[config.mk]
export PLATFORM = sky130hd
export DESIGN_NAME = asdp_mem
export DESIGN_NICKNAME = d
export VERILOG_FILES = /design/src/rtl/asdp_mem_pkg.sv /design/src/rtl/asdp_mem.sv
export SDC_FILE = /design/constraint.sdc
export NUM_CORES = 2
export LEC_CHECK = 0
export ABC_AREA = 0
export CAP_MARGIN = 20
export CORE_AREA = 2 2 419 421
export CTS_BUF_LIST = sky130_fd_sc_hd__clkbuf_8
export CTS_CLUSTER_DIAMETER = 50
export DETAILED_ROUTE_END_ITERATION = 16
export DIE_AREA = 0 0 421 423
export GPL_ROUTABILITY_DRIVEN = 1
export GPL_TIMING_DRIVEN = 0
export PLACE_DENSITY = 0.58
export SETUP_SLACK_MARGIN = 0.3
export SLEW_MARGIN = 10
export SYNTH_ARGS = -nofsm -noshare
export SYNTH_HDL_FRONTEND = slang
export SYNTH_SLANG_ARGS = --single-unit
export TNS_END_PERCENT = 5
[constraint.sdc]
create_clock -name clka -period 4.3 [get_ports clka]
set_input_delay 0.86 -clock clka [delete_from_list [all_inputs] [get_ports clka]]
set_output_delay 0.86 -clock clka [all_outputs]
set_load 0.05 [all_outputs]
[src/rtl/asdp_mem_pkg.sv]
// Shared defaults for the asdp_mem simple dual-port RAM.
package asdp_mem_pkg;

  // Default geometry: 64 words of 32 bits.
  localparam int unsigned ASDP_DEPTH_DEF = 6;
  localparam int unsigned ASDP_WIDTH_DEF = 32;

endpackage : asdp_mem_pkg

[src/rtl/asdp_mem.sv]
// asdp_mem: simple dual-port RAM, synchronous write port A, combinational
// read port B. Written so synthesis maps it onto distributed/LUT RAM.
module asdp_mem
  import asdp_mem_pkg::*;
#(
  parameter int unsigned DEPTH = ASDP_DEPTH_DEF,  // address width in bits
  parameter int unsigned WIDTH = ASDP_WIDTH_DEF   // data word width in bits
) (
  input  logic             clka,
  input  logic             rst,
  input  logic             ena,
  input  logic             wea,
  input  logic [DEPTH-1:0] addra,
  input  logic [WIDTH-1:0] dia,
  input  logic [DEPTH-1:0] addrb,
  output logic [WIDTH-1:0] dob
);

  localparam int unsigned WORDS = 2 ** DEPTH;

  logic [WIDTH-1:0] mem_q [WORDS];

  logic write_en;

  // A write needs the port enabled, the write strobe, and no reset in progress.
  assign write_en = ena & wea & ~rst;

  // Port A write; reset only inhibits the write and never touches contents.
  // NOTE: the array is deliberately left out of reset -- a per-word clear
  // loop would stop the tools from inferring LUT RAM.
  always_ff @(posedge clka) begin
    if (write_en) begin
      mem_q[addra] <= dia;
    end
  end

  // Port B read is pure combinational decode of addrb, so a same-address
  // write becomes visible right after the clock edge that performs it.
  assign dob = mem_q[addrb];

endmodule : asdp_mem

======== Word level (Yosys, flattened, before mapping) ========
Memory sizes are Yosys's and may differ from the RTL's.
Index checks and enable logic that the tools add are counted.
storage, ports and cells
  flip-flop bits (word level) ............. 0
  memory bits (writable) .................. 2048
  output and inout port bits .............. 32
  memories ................................ 1
operators by class
  multiplexer cells ....................... 2
  bitwise gates (word level) .............. 3
memories
  memory  words  bits a word  rd ports  clocked after memory_dff  write ports  RTL line        text
  mem_q   64     32           1         0                         1            asdp_mem.sv:21  logic [WIDTH-1:0] mem_q [WORDS];
operator list
  kind           count
  $and A1 B1 Y1  2
  $mux W1        2
  $not A1 Y1     1

======== Depth between registers and ports, before layout ========
  word-level depth ........................ 4
  mapped depth ............................ 9

======== Worst setup path before layout ========
Ideal clock, no wire load.
  path type ............................... input port to output port
  start ................................... input addrb[0]
  end ..................................... output dob[11]
  data arrival time ....................... 3275 ps
  data required time ...................... 3440 ps
  setup slack ............................. 165 ps
  stages on the path ...................... 9
  buffers on the path ..................... 4
  path through ............................ buf_4 buf_6 buf_6 buf_6 and2b_1 a221oi_1 o21a_1 a2111oi_0 a221oi_1
between the ends
  word-level cells in the longest chain between the ends .. 1
RTL lines
  element          RTL line        text
  from (decl)      asdp_mem.sv:15  input logic [DEPTH-1:0] addrb,
  $mem_v2 Z64 W32  n/a
  to (decl)        asdp_mem.sv:16  output logic [WIDTH-1:0] dob
Every way passes these cells.

======== Worst setup path in the final report ========
  start ................................... input addrb[3]
  end ..................................... output dob[19]
The elaborated chain is that of the path after synthesis.

==> flow_metrics.py <==
metrics = {
    "worst_setup_path": {
        "crit_chain": "clkdlybuf4s15_2 -> buf_6 -> buf_6 -> buf_6 -> clkbuf_4 -> a211oi_1 -> o22ai_2 -> o21a_1 -> buf_2",
        "crit_slowest_cell": "o22ai_2",
        "start_kind": "input port",
        "cp.arrival_ps": 3250,
        "timing.critical_path.mode_cell": "buf_6",
        "worst_ep_required_time_ps": 3440,
        "slowest_delay_ps": 390,
        "crit_family": "buffers and inverters",
        "crit_buf_inv": 6,
        "crit_path_max_fanout": 10,
        "critPathKind": "input port to output port",
        "crit_path_end_kind": "output port",
    },
    "logic_synthesis": {
        "yosys.area.top_type": "edfxtp_1",
        "ys_ff_latch": 2048,
        "yosysMostFrequentCell": "edfxtp_1",
        "ys_seq_area_share_pct": 79.1,
        "avgSynthCellArea_um2": 23.4,
        "yosys.cell_types.count": 43,
        "netlist_area_um2": 77700,
        "ys_warn_count": 0,
        "synthArstFlopShare_pct": 0,
        "yosys-top-cells-area": "edfxtp_1, mux4_2, o22ai_1, mux2i_1, nor2_1",
        "synth-edff-count": 2048,
        "ys.flop_type": "edfxtp_1",
        "synth_top_area_share_pct": 79.1,
        "synth_fp_nets": 3374,
        "ys_top_cells_by_count": "edfxtp_1, mux4_2, o22ai_1",
        "synth_cells": 3326,
    },
    "die": {
        "dieArea_um2": 178000,
        "die_y_um": 423,
        "fp.dieW_um": 421,
        "core-area_um2": 173000,
        "rows": 153,
        "start_util_pct": 44.8,
        "io_pins": 80,
    },
    "global_route": {
        "antenna_found_initial": 28,
        "grt_pass1_wl_um": 319000,
        "grt.busiest_layer": "met2",
        "grt_pass1_vias": 39448,
        "overflow": 0,
        "use_met2_pct": 41.3,
        "met3_usage_pct": 6.01,
        "met1_usage_pct": 35.2,
        "grt_max_degree": 65,
        "grt.total_usage_pct": 26.1,
    },
    "timing": {
        "max_freq_mhz": 243,
        "tightest_slew_ps": 1030,
        "finalHoldViolations": 0,
        "rsz0062_at_grt": "yes",
        "relSlewSlack_pct": 31.3,
        "setup_violations": 0,
        "fin_crit_sh_pct": 95.5,
        "period_needed_ps": 4110,
        "report.final.slew_viol_count": 0,
    },
    "worst_hold_path": {
        "hp-class": "input port to flop",
    },
    "clock_tree": {
        "cts_tree": "yes",
        "cts_root_buf": "clkbuf_8",
        "path_clk_slew_ps": 60,
        "cts_hold_buffers": 0,
        "cts_max_level": 5,
        "cts_buffers": 338,
        "cts.sinks": 2048,
        "clk_path_buf_depth": 4,
    },
    "pwr": {
        "p_per_area_nw_per_um2": 433,
        "ir_worst_vdd_v": 0.000383,
        "power_mw": 40.0,
        "p_leak_nw": 29.0,
    },
    "final_layout": {
        "final_core_util_pct": 53.4,
        "fillers": 13281,
        "largest_reg_flops": 2048,
        "nets": 3912,
        "syn2layout_area_growth_pct": 19.0,
        "drive_gt1_share_pct": 37.4,
        "regMostFlops": "mem_q",
        "final_area_um2": 92400,
        "largestRegisters": "mem_q (2048)",
    },
    "run": {
        "maxCapViolations": 0,
    },
    "route": {
        "wire_per_inst_um": 36.2,
        "wl_um": 232000,
        "avgViaCountPerCell": 6.12,
        "drc": 0,
        "vias": 39308,
        "ant_nets": 0,
        "dr.pass1.iters": 6,
        "drt_first_iter_violations": 5289,
    },
    "placed_design": {
        "port_buffers": 73,
        "post_dp_cell_area_um2": 84200,
        "dp_hpwl_um": 154000,
        "gp_congestion": 0.849,
    },
    "outcome": {
        "outcome": "complete, no violations",
    },
}
[cells by family after synthesis]
family	count (synthesis)	synth area share, %
AOI/OAI and AO/OA	291	2.53
and+or+nand+nor	235	1.47
buffers and inverters	184	1.35
DFF	2048	79.1
muxes	568	15.5
[cells in the final DEF (no fill, tap or decap), types with 10 or more instances in the layout]
master    instances
mux2_2           26
a22oi_1          27
nor4_4           13
o22ai_2          42
nor3_1           12
clkbuf_4         16
edfxtp_1       2048
clkinv_1         69
mux4_2          506
nand2_1          27
o22ai_4          22
buf_2            44
clkinv_2         25
nand3_1          16
buf_4            68
inv_1           111
o21ai_4          12
buf_8            26
clkbuf_2         14
buf_12           88
buf_16           36
o22ai_1          62
clkbuf_8        363
nor2_4           65
mux2i_1          33
nor2b_1          19
buf_6            41
nor2_1           27
o21ai_0          13
a22o_1           10
[cell type report]
class                   count  area [um^2]  share of cell area, %
flip-flops and latches   2048        61500                   66.5
multi-input cells        1094        17200                   18.6
plain buffers             183         2020                   2.19
clock inverters           218         1010                   1.10
inverters                   1         6.26                0.00677
well taps                2325         2910                   3.15
repair buffers            198         3050                   3.30
diodes                      8         20.0                 0.0217
clock buffers             343         4720                   5.11
[per-stage QoR]
| stage | TNS [ps] | hold slack (ps) | setup WS (ps) | cells |
|---|---|---|---|---|
| 2_1_floorplan | 0 | 959 | 165 | 3326 |
| 3_3_place_gp | -4211410 | 2420 | -3050 | 5724 |
| 6_report | 0 | 126 | 193 | 6418 |
| 3_5_place_dp | -116190 | 1160 | -2650 | 5842 |
| 4_1_cts | 0 | 33.7 | 264 | 6410 |
| 5_1_grt | 0 | 72.4 | 232 | 6412 |
[final timing paths]
check | start | endpoint | slack, ps | cells after the start
setup / recovery | addrb[3] | dob[19] | 190 | 9
hold / removal | dia[31] | mem_q[16][31]$_DFFE_PP_ | 130 | 1
[where the power goes]
part           internal [mW]  leakage [nW]  switching [mW]  total, mW
Combinational          0.974          7.23            1.78       2.76
Clock                   7.65          3.35            7.57       15.2
Sequential              22.0          18.4         0.00891       22.0
Total                   30.6          29.0            9.37       40.0
[layer usage]
| metal | up-vias | share of wire, % |
|---|---|---|
| li1 | 15508 | - |
| met1 | 21232 | 38 |
| met2 | 2106 | 48 |
| met3 | 452 | 9.3 |
| met4 | 10 | 4.1 |
| met5 | - | 0.029 |
[what timing repair did]
| action | in CTS | in global routing |
|---|---|---|
| setup endpoints to repair | 32 | 31 |
| cloned | 1 | 0 |
| endpoints found under the hold margin | 0 | 0 |
| pin swaps | 23 | 3 |
| setup buffers | 6 | 0 |
| gates resized for setup | 763 | 24 |
Power figures use the tool's default switching activity.
